File: src/rtl/rv_sdram_bridge_if.sv
// Bus bundles for rv_sdram_bridge: the RV core memory port, and the toggle-handshake
// halfword port toward the SDRAM arbiter (busy travels with the arbiter side).
interface rv_sdram_bridge_mem_if;
  logic        mem_valid;
  logic [31:0] mem_addr;
  logic [31:0] mem_wdata;
  logic [3:0]  mem_wstrb;
  logic        mem_ready;
  logic [31:0] mem_rdata;

  modport master (
    output mem_valid, mem_addr, mem_wdata, mem_wstrb,
    input  mem_ready, mem_rdata
  );

  modport slave (
    input  mem_valid, mem_addr, mem_wdata, mem_wstrb,
    output mem_ready, mem_rdata
  );
endinterface

interface rv_sdram_bridge_sdram_if;
  logic [22:0] rv_addr;
  logic        rv_word;
  logic [15:0] rv_din;
  logic [1:0]  rv_ds;
  logic        rv_we;
  logic        rv_req;
  logic        rv_req_ack;
  logic [15:0] rv_dout;
  logic        busy;

  modport master (
    output rv_addr, rv_word, rv_din, rv_ds, rv_we, rv_req,
    input  rv_req_ack, rv_dout, busy
  );

  modport slave (
    input  rv_addr, rv_word, rv_din, rv_ds, rv_we, rv_req,
    output rv_req_ack, rv_dout, busy
  );
endinterface

File: src/rtl/rv_sdram_bridge.sv
// Splits 32-bit RV core accesses into one or two halfword toggle-handshake requests.
// Optional WAIT watchdog enabled by defining RV_BRIDGE_TIMEOUT_EN.
//
// state   | meaning
// IDLE    | waiting for mem_valid with SDRAM init finished
// ISSUE   | halfword request fields stable, toggle rv_req
// WAIT    | waiting for rv_req_ack to match rv_req
// CAPTURE | rv_dout valid; store read half, pick next halfword
// DONE    | one-cycle mem_ready (and err on timeout)
module rv_sdram_bridge #(
  parameter int TIMEOUT  = 1024,
  parameter int WIN_BITS = 21
) (
  input  logic                    clk,
  input  logic                    reset,
  rv_sdram_bridge_mem_if.slave    mem,
  rv_sdram_bridge_sdram_if.master sdram,
  output logic                    err
);

  typedef enum logic [2:0] {IDLE, ISSUE, WAIT, CAPTURE, DONE} state_t;

  state_t      state;
  state_t      state_nx;
  logic        accept;
  logic        is_write;
  logic        req_match;
  logic        wd_fire;
  logic        pend_hi;
  logic [15:0] wdata_hi;
  logic [1:0]  wstrb_hi;
  logic        unused_addr;

  assign is_write    = |mem.mem_wstrb;
  assign accept      = (state == IDLE) && mem.mem_valid && !sdram.busy;
  assign req_match   = (sdram.rv_req == sdram.rv_req_ack);
  assign mem.mem_ready = (state == DONE);
  assign unused_addr = ^{mem.mem_addr[31:WIN_BITS], mem.mem_addr[1:0]};

  always_ff @(posedge clk) begin
    if (reset) state <= IDLE;
    else       state <= state_nx;
  end

  always_comb begin
    state_nx = state;
    case (state)
      IDLE:    if (accept) state_nx = ISSUE;
      ISSUE:   state_nx = WAIT;
      WAIT: begin
        if (req_match)    state_nx = CAPTURE;
        else if (wd_fire) state_nx = DONE;
      end
      CAPTURE: state_nx = pend_hi ? ISSUE : DONE;
      DONE:    state_nx = IDLE;
      default: state_nx = IDLE;
    endcase
  end

  always_ff @(posedge clk) begin
    if (reset) begin
      sdram.rv_addr <= '0;
      sdram.rv_word <= 1'b0;
      sdram.rv_din  <= '0;
      sdram.rv_ds   <= '0;
      sdram.rv_we   <= 1'b0;
      sdram.rv_req  <= 1'b0;
      mem.mem_rdata <= '0;
      wdata_hi      <= '0;
      wstrb_hi      <= '0;
      pend_hi       <= 1'b0;
    end else begin
      case (state)
        IDLE: begin
          if (accept) begin
            sdram.rv_addr <= 23'({mem.mem_addr[WIN_BITS-1:2], 2'b00});
            sdram.rv_we   <= is_write;
            wdata_hi      <= mem.mem_wdata[31:16];
            wstrb_hi      <= mem.mem_wstrb[3:2];
            mem.mem_rdata <= '0;
            // Reads always take both halves; writes skip a half with no strobes.
            if (!is_write || (mem.mem_wstrb[1:0] != 2'b00)) begin
              sdram.rv_word <= 1'b0;
              sdram.rv_din  <= is_write ? mem.mem_wdata[15:0] : 16'h0;
              sdram.rv_ds   <= is_write ? mem.mem_wstrb[1:0] : 2'b11;
              pend_hi       <= !is_write || (mem.mem_wstrb[3:2] != 2'b00);
            end else begin
              sdram.rv_word <= 1'b1;
              sdram.rv_din  <= mem.mem_wdata[31:16];
              sdram.rv_ds   <= mem.mem_wstrb[3:2];
              pend_hi       <= 1'b0;
            end
          end
        end
        ISSUE: sdram.rv_req <= ~sdram.rv_req;
        WAIT: begin
          if (wd_fire) begin
            sdram.rv_req <= sdram.rv_req_ack;
            if (!sdram.rv_we) mem.mem_rdata <= '1;
          end
        end
        CAPTURE: begin
          if (!sdram.rv_we) begin
            if (sdram.rv_word) mem.mem_rdata[31:16] <= sdram.rv_dout;
            else               mem.mem_rdata[15:0]  <= sdram.rv_dout;
          end
          if (pend_hi) begin
            sdram.rv_word <= 1'b1;
            sdram.rv_din  <= sdram.rv_we ? wdata_hi : 16'h0;
            sdram.rv_ds   <= sdram.rv_we ? wstrb_hi : 2'b11;
            pend_hi       <= 1'b0;
          end
        end
        default: ;
      endcase
    end
  end

`ifdef RV_BRIDGE_TIMEOUT_EN
  localparam int WD_W = (TIMEOUT > 1) ? $clog2(TIMEOUT) : 1;

  logic [WD_W-1:0] watchdog;
  logic            timed_out;

  // Down-counter reloaded per halfword; terminal count in WAIT aborts the access.
  always_ff @(posedge clk) begin
    if (reset) begin
      watchdog  <= '0;
      timed_out <= 1'b0;
    end else begin
      if (accept)       timed_out <= 1'b0;
      else if (wd_fire) timed_out <= 1'b1;
      if (state == ISSUE)
        watchdog <= WD_W'(TIMEOUT - 1);
      else if ((state == WAIT) && (watchdog != '0))
        watchdog <= watchdog - 1'b1;
    end
  end

  assign wd_fire = (state == WAIT) && !req_match && (watchdog == '0);
  assign err     = (state == DONE) && timed_out;
`else
  logic unused_cfg;

  assign unused_cfg = ^(32'(TIMEOUT));
  assign wd_fire    = 1'b0;
  assign err        = 1'b0;
`endif

endmodule

File: src/flat_wrapper.sv
// flat-port wrapper written by rule: the top's interface ports become plain ports
module rv_sdram_bridge_flat 
#(
  parameter int TIMEOUT  = 1024,
  parameter int WIN_BITS = 21
)
  (clk, reset, err, mem_mem_valid, mem_mem_addr, mem_mem_wdata, mem_mem_wstrb, mem_mem_ready, mem_mem_rdata, sdram_rv_addr, sdram_rv_word, sdram_rv_din, sdram_rv_ds, sdram_rv_we, sdram_rv_req, sdram_rv_req_ack, sdram_rv_dout, sdram_busy);
  rv_sdram_bridge_mem_if mem_i ();
  rv_sdram_bridge_sdram_if sdram_i ();
  input  logic clk;
  input  logic reset;
  output logic err;
  input wire logic [$bits(mem_i.mem_valid)-1:0] mem_mem_valid;
  input wire logic [$bits(mem_i.mem_addr)-1:0] mem_mem_addr;
  input wire logic [$bits(mem_i.mem_wdata)-1:0] mem_mem_wdata;
  input wire logic [$bits(mem_i.mem_wstrb)-1:0] mem_mem_wstrb;
  output wire logic [$bits(mem_i.mem_ready)-1:0] mem_mem_ready;
  output wire logic [$bits(mem_i.mem_rdata)-1:0] mem_mem_rdata;
  output wire logic [$bits(sdram_i.rv_addr)-1:0] sdram_rv_addr;
  output wire logic [$bits(sdram_i.rv_word)-1:0] sdram_rv_word;
  output wire logic [$bits(sdram_i.rv_din)-1:0] sdram_rv_din;
  output wire logic [$bits(sdram_i.rv_ds)-1:0] sdram_rv_ds;
  output wire logic [$bits(sdram_i.rv_we)-1:0] sdram_rv_we;
  output wire logic [$bits(sdram_i.rv_req)-1:0] sdram_rv_req;
  input wire logic [$bits(sdram_i.rv_req_ack)-1:0] sdram_rv_req_ack;
  input wire logic [$bits(sdram_i.rv_dout)-1:0] sdram_rv_dout;
  input wire logic [$bits(sdram_i.busy)-1:0] sdram_busy;
  assign mem_i.mem_valid = mem_mem_valid;
  assign mem_i.mem_addr = mem_mem_addr;
  assign mem_i.mem_wdata = mem_mem_wdata;
  assign mem_i.mem_wstrb = mem_mem_wstrb;
  assign mem_mem_ready = mem_i.mem_ready;
  assign mem_mem_rdata = mem_i.mem_rdata;
  assign sdram_rv_addr = sdram_i.rv_addr;
  assign sdram_rv_word = sdram_i.rv_word;
  assign sdram_rv_din = sdram_i.rv_din;
  assign sdram_rv_ds = sdram_i.rv_ds;
  assign sdram_rv_we = sdram_i.rv_we;
  assign sdram_rv_req = sdram_i.rv_req;
  assign sdram_i.rv_req_ack = sdram_rv_req_ack;
  assign sdram_i.rv_dout = sdram_rv_dout;
  assign sdram_i.busy = sdram_busy;
  rv_sdram_bridge #(.TIMEOUT(TIMEOUT), .WIN_BITS(WIN_BITS)) u_core (.clk(clk), .reset(reset), .mem(mem_i), .sdram(sdram_i), .err(err));
endmodule
File: config.mk
export PLATFORM = sky130hd
export DESIGN_NAME = rv_sdram_bridge_flat
export DESIGN_NICKNAME = d
export VERILOG_FILES = /design/src/rtl/rv_sdram_bridge_if.sv /design/src/rtl/rv_sdram_bridge.sv /design/src/flat_wrapper.sv
export SDC_FILE = /design/constraint.sdc
export NUM_CORES = 1
export LEC_CHECK = 0
export BUFFER_PORTS_ARGS = -buffer_cell sky130_fd_sc_hd__clkbuf_2
export CAP_MARGIN = 20
export CORE_MARGIN = 2
export CORE_UTILIZATION = 51
export DETAILED_ROUTE_END_ITERATION = 16
export GPL_ROUTABILITY_DRIVEN = 0
export PLACE_DENSITY = 0.85
export SYNTH_ARGS = -nofsm -noshare
export SYNTH_HDL_FRONTEND = slang
export SYNTH_SLANG_ARGS = --single-unit
File: constraint.sdc
create_clock -name clk -period 3.4 [get_ports clk]
set_clock_uncertainty 0.1 [all_clocks]
set_input_delay 0.51 -clock clk [delete_from_list [all_inputs] [get_ports clk]]
set_output_delay 0.51 -clock clk [all_outputs]
set_load 0.03 [all_outputs]
==> After elaboration in Yosys (flattened, before gate mapping) <==
Index checks and enable logic that the tools add are counted.
{ "word_totals": {"reg_bits": 94, "out_inout_bits": 78} }
{ "classes": {"mux": 28, "n_bitwise": 1, "n_reduce_logical": 17, "n_eq_ne": 11} }
{ "ops": {"columns": ["operator", "n"], "rows": [
  ["16-bit two-way mux", 7],
  ["32-bit two-way mux", 2],
  ["32-bit one-hot mux with 2 select lines", 1],
  ["16-bit one-hot mux with 2 select lines", 1],
  ["3-bit one-hot mux with 4 select lines", 1],
  ["2-bit two-way mux", 5],
  ["3-bit two-way mux", 3],
  ["2-bit by 1-bit != test with 1-bit output (second input constant)", 4],
  ["4-bit AND reduction", 2],
  ["3-bit by 2-bit == test with 1-bit output (second input constant)", 2],
  ["2-bit AND reduction", 3],
  ["2-bit nonzero test", 3],
  ["1-bit two-way mux", 5],
  ["2-bit != test (second input constant)", 2],
  ["1-bit one-hot mux with 2 select lines", 2],
  ["2-bit one-hot mux with 2 select lines", 1],
  ["4-bit OR reduction", 1],
  ["3-bit by 1-bit == test with 1-bit output (second input constant)", 1],
  ["3-bit == test (second input constant)", 1],
  ["3-bit logical NOT", 1],
  ["3-bit AND reduction", 1],
  ["1-bit logical AND", 2],
  ["1-bit logical NOT", 2],
  ["1-bit logical OR", 2],
  ["other kinds (2)", 2]
]} }

==> Logic depth before layout (Yosys ltp) <==
{ "depth": {"depth_word": 6, "depth_mapped": 8, "ltp_nobuf": 7} }

==> Least setup slack after synthesis <==
No wires, ideal clock.
{ "synth_timing": {"kind": "input to register", "startpoint": "input mem_mem_wstrb[3]", "endpoint": "register u_core.sdram.rv_din[10]", "t_arrival_ps": 2018, "setup_time_ps": 91, "path_slack_ps": 1191, "n_path_buf": 1, "path_stages": 7, "path_cell_list": "or2_2 ha_1 nor2_1 clkbuf_1 a22o_1 nand2_1 a311oi_1"} }
{ "synth_via": {"elab_chain_len": 6, "elab_cells_between_ends": 7, "cone_classes": "mux: 4; reduce/logical: 3"} }
{ "synth_rtl": {"columns": ["element", "line", "source"], "rows": [
  ["start, declared", "flat_wrapper.sv:16", "input wire logic [$bits(mem_i.mem_wstrb)-1:0] mem_mem_wstrb;"],
  ["4-bit OR reduction (*)", "rv_sdram_bridge.sv:34", "assign is_write = |mem.mem_wstrb;"],
  ["1-bit logical NOT", "rv_sdram_bridge.sv:82", "if (!is_write || (mem.mem_wstrb[1:0] != 2'b00)) begin"],
  ["1-bit logical OR", "rv_sdram_bridge.sv:82", null],
  ["16-bit two-way mux (*)", "rv_sdram_bridge.sv:82", null],
  ["16-bit two-way mux (*)", "rv_sdram_bridge.sv:75", "if (accept) begin"],
  ["16-bit one-hot mux with 2 select lines (*)", "rv_sdram_bridge.sv:73", "case (state)"],
  ["end signal, assigned", "rv_sdram_bridge.sv:84", "sdram.rv_din <= is_write ? mem.mem_wdata[15:0] : 16'h0;"],
  ["end signal, assigned", "rv_sdram_bridge.sv:89", "sdram.rv_din <= mem.mem_wdata[31:16];"],
  ["end signal, assigned", "rv_sdram_bridge.sv:109", "sdram.rv_din <= sdram.rv_we ? wdata_hi : 16'h0;"],
  ["end, declared", "rv_sdram_bridge_if.sv:34", "output rv_addr, rv_word, rv_din, rv_ds, rv_we, rv_req,"]
]} }
Mark *: on every way between the ends. The rest lies on a longest branch, timed or not. The select of a mux whose other input is x is not followed.
A chain may end at the register's enable or synchronous reset.

==> Worst setup path in the final report <==
{ "layout_timing": {"startpoint": "register u_core.state[0]", "endpoint": "register u_core.mem.mem_rdata[25]"} }
{ "layout_via": {"elab_chain_len": 5, "elab_cells_between_ends": 10, "cone_classes": "eq/ne: 4; mux: 1; reduce/logical: 5"} }
{ "layout_rtl": {"columns": ["element", "line", "source"], "rows": [
  ["start, declared", "rv_sdram_bridge.sv:23", "state_t state;"],
  ["start signal, assigned", "rv_sdram_bridge.sv:42", "else state <= state_nx;"],
  ["3-bit logical NOT", "rv_sdram_bridge.sv:35, rv_sdram_bridge.sv:73", null],
  ["1-bit logical AND (2 in series)", "rv_sdram_bridge.sv:35", "assign accept = (state == IDLE) && mem.mem_valid && !sdram.busy;"],
  ["2-bit by 1-bit != test with 1-bit output (no line)", null, null],
  ["4-bit AND reduction (no line)", null, null],
  ["end signal, assigned", "rv_sdram_bridge.sv:104", "if (sdram.rv_word) mem.mem_rdata[31:16] <= sdram.rv_dout;"],
  ["end, declared", "rv_sdram_bridge_if.sv:18", "output mem_ready, mem_rdata"]
]} }
Several ways; a longest one is shown, not always the timed one.

==> qor.yml <==
power:
  pwr-share-clk: 0.306
  power_density_nw_per_um2: 560
  peakVddDrop_uv: 309
  total_power_mw: 2.67
  seq_power_share: 0.475
  switching_power_uw: 839
  power_leakage_nw: 2.05
  intPower_mw: 1.83
  p_comb_frac: 0.220
  swShare: 0.315
grt:
  grt_pass1_vias: 3464
  grt_usage: 0.231
  antenna_found_initial: 0
  grt_pass1_wl_um: 15700
  grt_max_degree: 51
  overflow: 0
detailed_routing:
  post-route-drc-count: 0
  wl_per_cell_um: 13.5
  ant_nets: 0
  vias: 3727
  viasPerCell: 5.33
  drt_iter0_markers: 160
  dr.pass1.iters: 4
  wl_um: 9410
setup_path:
  crit_path_end: "u_core.mem.mem_rdata[25]"
  crit_start: "u_core.state[0]"
  ff2ff_setup_slack_ps: 980
  crit_required_ps: 3500
  path_max_fanout: 40
  worstSetupPathType: "reg -> reg"
  arrival_ps: 2520
  r2r-end: "u_core.mem.mem_rdata[25]"
  worstSetupStartpointType: "flip-flop"
  crit_path_end_kind: "flip-flop"
  reg2reg_depth: 5
  rr_startpoint: "u_core.state[0]"
finish:
  fin_util: 0.656
  drive_gt1_frac: 0.295
  regArea_um2: 1880
  multi_input_area_um2: 1720
  final.fill_count: 636
  areaGrowthSynthToFinish_pct: 24.6
  insertedDiodeCount: 0
  stdcell_area_um2: 4760
  post_layout_nonfiller_instances: 699
  nets: 686
cts:
  cts_tree: "done"
  cts_resized: 0
  clockRootBuffer: "clkbuf_8"
  insertion_delay_ps: 350
  postCtsHoldBufs: 0
  h-tree-depth: 3
  numClockSinks: 94
  clk_pin_slew_worst_paths_ps: 90
  cts_made_buffers: 9
  cts_setup_buffers: 0
  clk_path_buf_depth: 2
yosys:
  synth_area_leader_cell: "dfxtp_1"
  ys_ff_latch: 94
  yosysWarnings: 0
  synth.area.top_cells: "dfxtp_1 (49%), nand2_1 (11%), a21oi_1 (9.3%)"
  synthCells: 473
  yosysMostFrequentCell: "nand2_1"
  ys_top_cells_by_count: "nand2_1 (115), dfxtp_1 (94), a21oi_1 (71), nand3_1 (43), nor2_1 (23)"
  synth_seq_area_share: 0.493
  synth_area_um2: 3820
  ys_types: 39
  synth_ff_type: "dfxtp_1"
  syn_avg_cell_area_um2: 8.08
  synth_edf_count: 0
  synthArstFlopShare: 0
  synth_top_area_frac: 0.493
sta:
  setup_tns_ps: 0
  finalSetupViolCount: 0
  slew_violations: 0
  rsz0062_at_grt: "false"
  period_minus_slack_ps: 2420
  timing.hold.ws_ps: 276
  finalHoldViolations: 0
  max_freq_mhz: 412
  max_slew_margin: 0.300
  fin_crit_sh: 0.713
  timing.final.ws_setup_ps: 976
  worst_slew_pin_slew_ps: 1040
floorplanning:
  coreArea_um2: 7250
  die_x_um: 90.5
  ios: 167
  rows: 31
  start_util: 0.527
  die_area_um2: 8200
  die_h_um: 90.5
placement:
  hpwlAfterDp_um: 6510
  placed_cell_area_um2: 4540
  pre_cts_ws_ps: 875
  io_buffer_count: 148
  dp_cells: 683
status:
  outcome: "complete, no violations"
job:
  max_cap_violations: 0
worst_hold_path:
  hp-class: "in -> reg"
[cell type report]
| cell class | instances | share of cell area |
|---|---|---|
| clock buffers | 11 | 0.0297 |
| clock inverters | 5 | 0.0174 |
| inverters | 2 | 0.00158 |
| multi-input cells | 333 | 0.361 |
| flip-flops and latches | 94 | 0.395 |
| well taps | 99 | 0.0260 |
| repair buffers | 155 | 0.169 |
[critical path, stage by stage, from the launching register on]
cell and delay [ps]:
dfxtp_1 420, or4b_4 600, or2_2 540, buf_4 360, nand3_1 140, a21oi_1 90
[placed cells by master, fill, tap and decap left out, types with 2 or more instances in the layout]
master / n
a22o_1: 16
clkinv_4: 2
buf_4: 6
a211oi_1: 10
nor3b_1: 2
or2_2: 2
nand2b_1: 3
clkbuf_8: 10
nor2b_1: 2
a22oi_1: 9
a311oi_1: 8
bufinv_16: 2
xnor2_1: 2
a21oi_1: 71
nand2_1: 115
conb_1: 5
o21ai_0: 2
inv_1: 2
nor3_1: 3
nor2_1: 23
nand3_1: 43
dfxtp_1: 94
ha_1: 2
clkbuf_2: 147
[registers in the layout, summed over array words and instances (netlist names)]
register              count
u_core.wstrb_hi           2
u_core.pend_hi            1
u_core.sdram.rv_word      1
u_core.state              3
u_core.sdram.rv_ds        2
u_core.sdram.rv_req       1
u_core.mem.mem_rdata     32
u_core.sdram.rv_din      16
u_core.sdram.rv_we        1
u_core.wdata_hi          16
u_core.sdram.rv_addr     19
[power groups by stage]
stage | clock, mW | combinational, mW | sequential [mW]
6_report | 0.815 | 0.586 | 1.27
4_1_cts | 0.835 | 0.588 | 1.27
5_1_grt | 0.883 | 0.636 | 1.28
3_3_place_gp | 0 | 0.573 | 1.28
3_5_place_dp | 0 | 0.587 | 1.29
2_1_floorplan | 0 | 0.323 | 1.39
[metal layers]
| layer | track usage | up-vias | routed length (um) |
|---|---|---|---|
| li1 | - | 1865 | - |
| met1 | 0.293 | 1699 | 4020 |
| met2 | 0.381 | 145 | 4590 |
| met3 | 0.0476 | 18 | 612 |
| met4 | 0.103 | 0 | 194 |
| met5 | 0 | - | 0 |
[worst min path at each step]
stage,startpoint,end,slack (ps),cells after the start
floorplan,u_core.pend_hi,u_core.state[2],320,1
global route,mem_mem_addr[15],u_core.sdram.rv_addr[15],260,3
finish,mem_mem_addr[19],u_core.sdram.rv_addr[19],280,3
global placement,u_core.wstrb_hi[0],u_core.wstrb_hi[0],340,2
detailed placement,u_core.wstrb_hi[0],u_core.wstrb_hi[0],340,2
CTS,mem_mem_addr[12],u_core.sdram.rv_addr[12],250,3
[cell families (layout without fill, tap and decap cells)]
| logic type | Yosys count | in the layout | share of synthesized area |
|---|---|---|---|
| flip-flops | 94 | 94 | 0.493 |
| buffers and inverters | 50 | 173 | 0.0632 |
| XOR/XNOR | 3 | 3 | 0.00688 |
| AND/OR/NAND/NOR | 202 | 202 | 0.230 |
| AO/OA/AOI/OAI | 121 | 121 | 0.200 |
| other | 1 | 5 | 0.000982 |
| adder cells (fa/ha/maj) | 2 | 2 | 0.00655 |
Power figures use the tool's default switching activity.
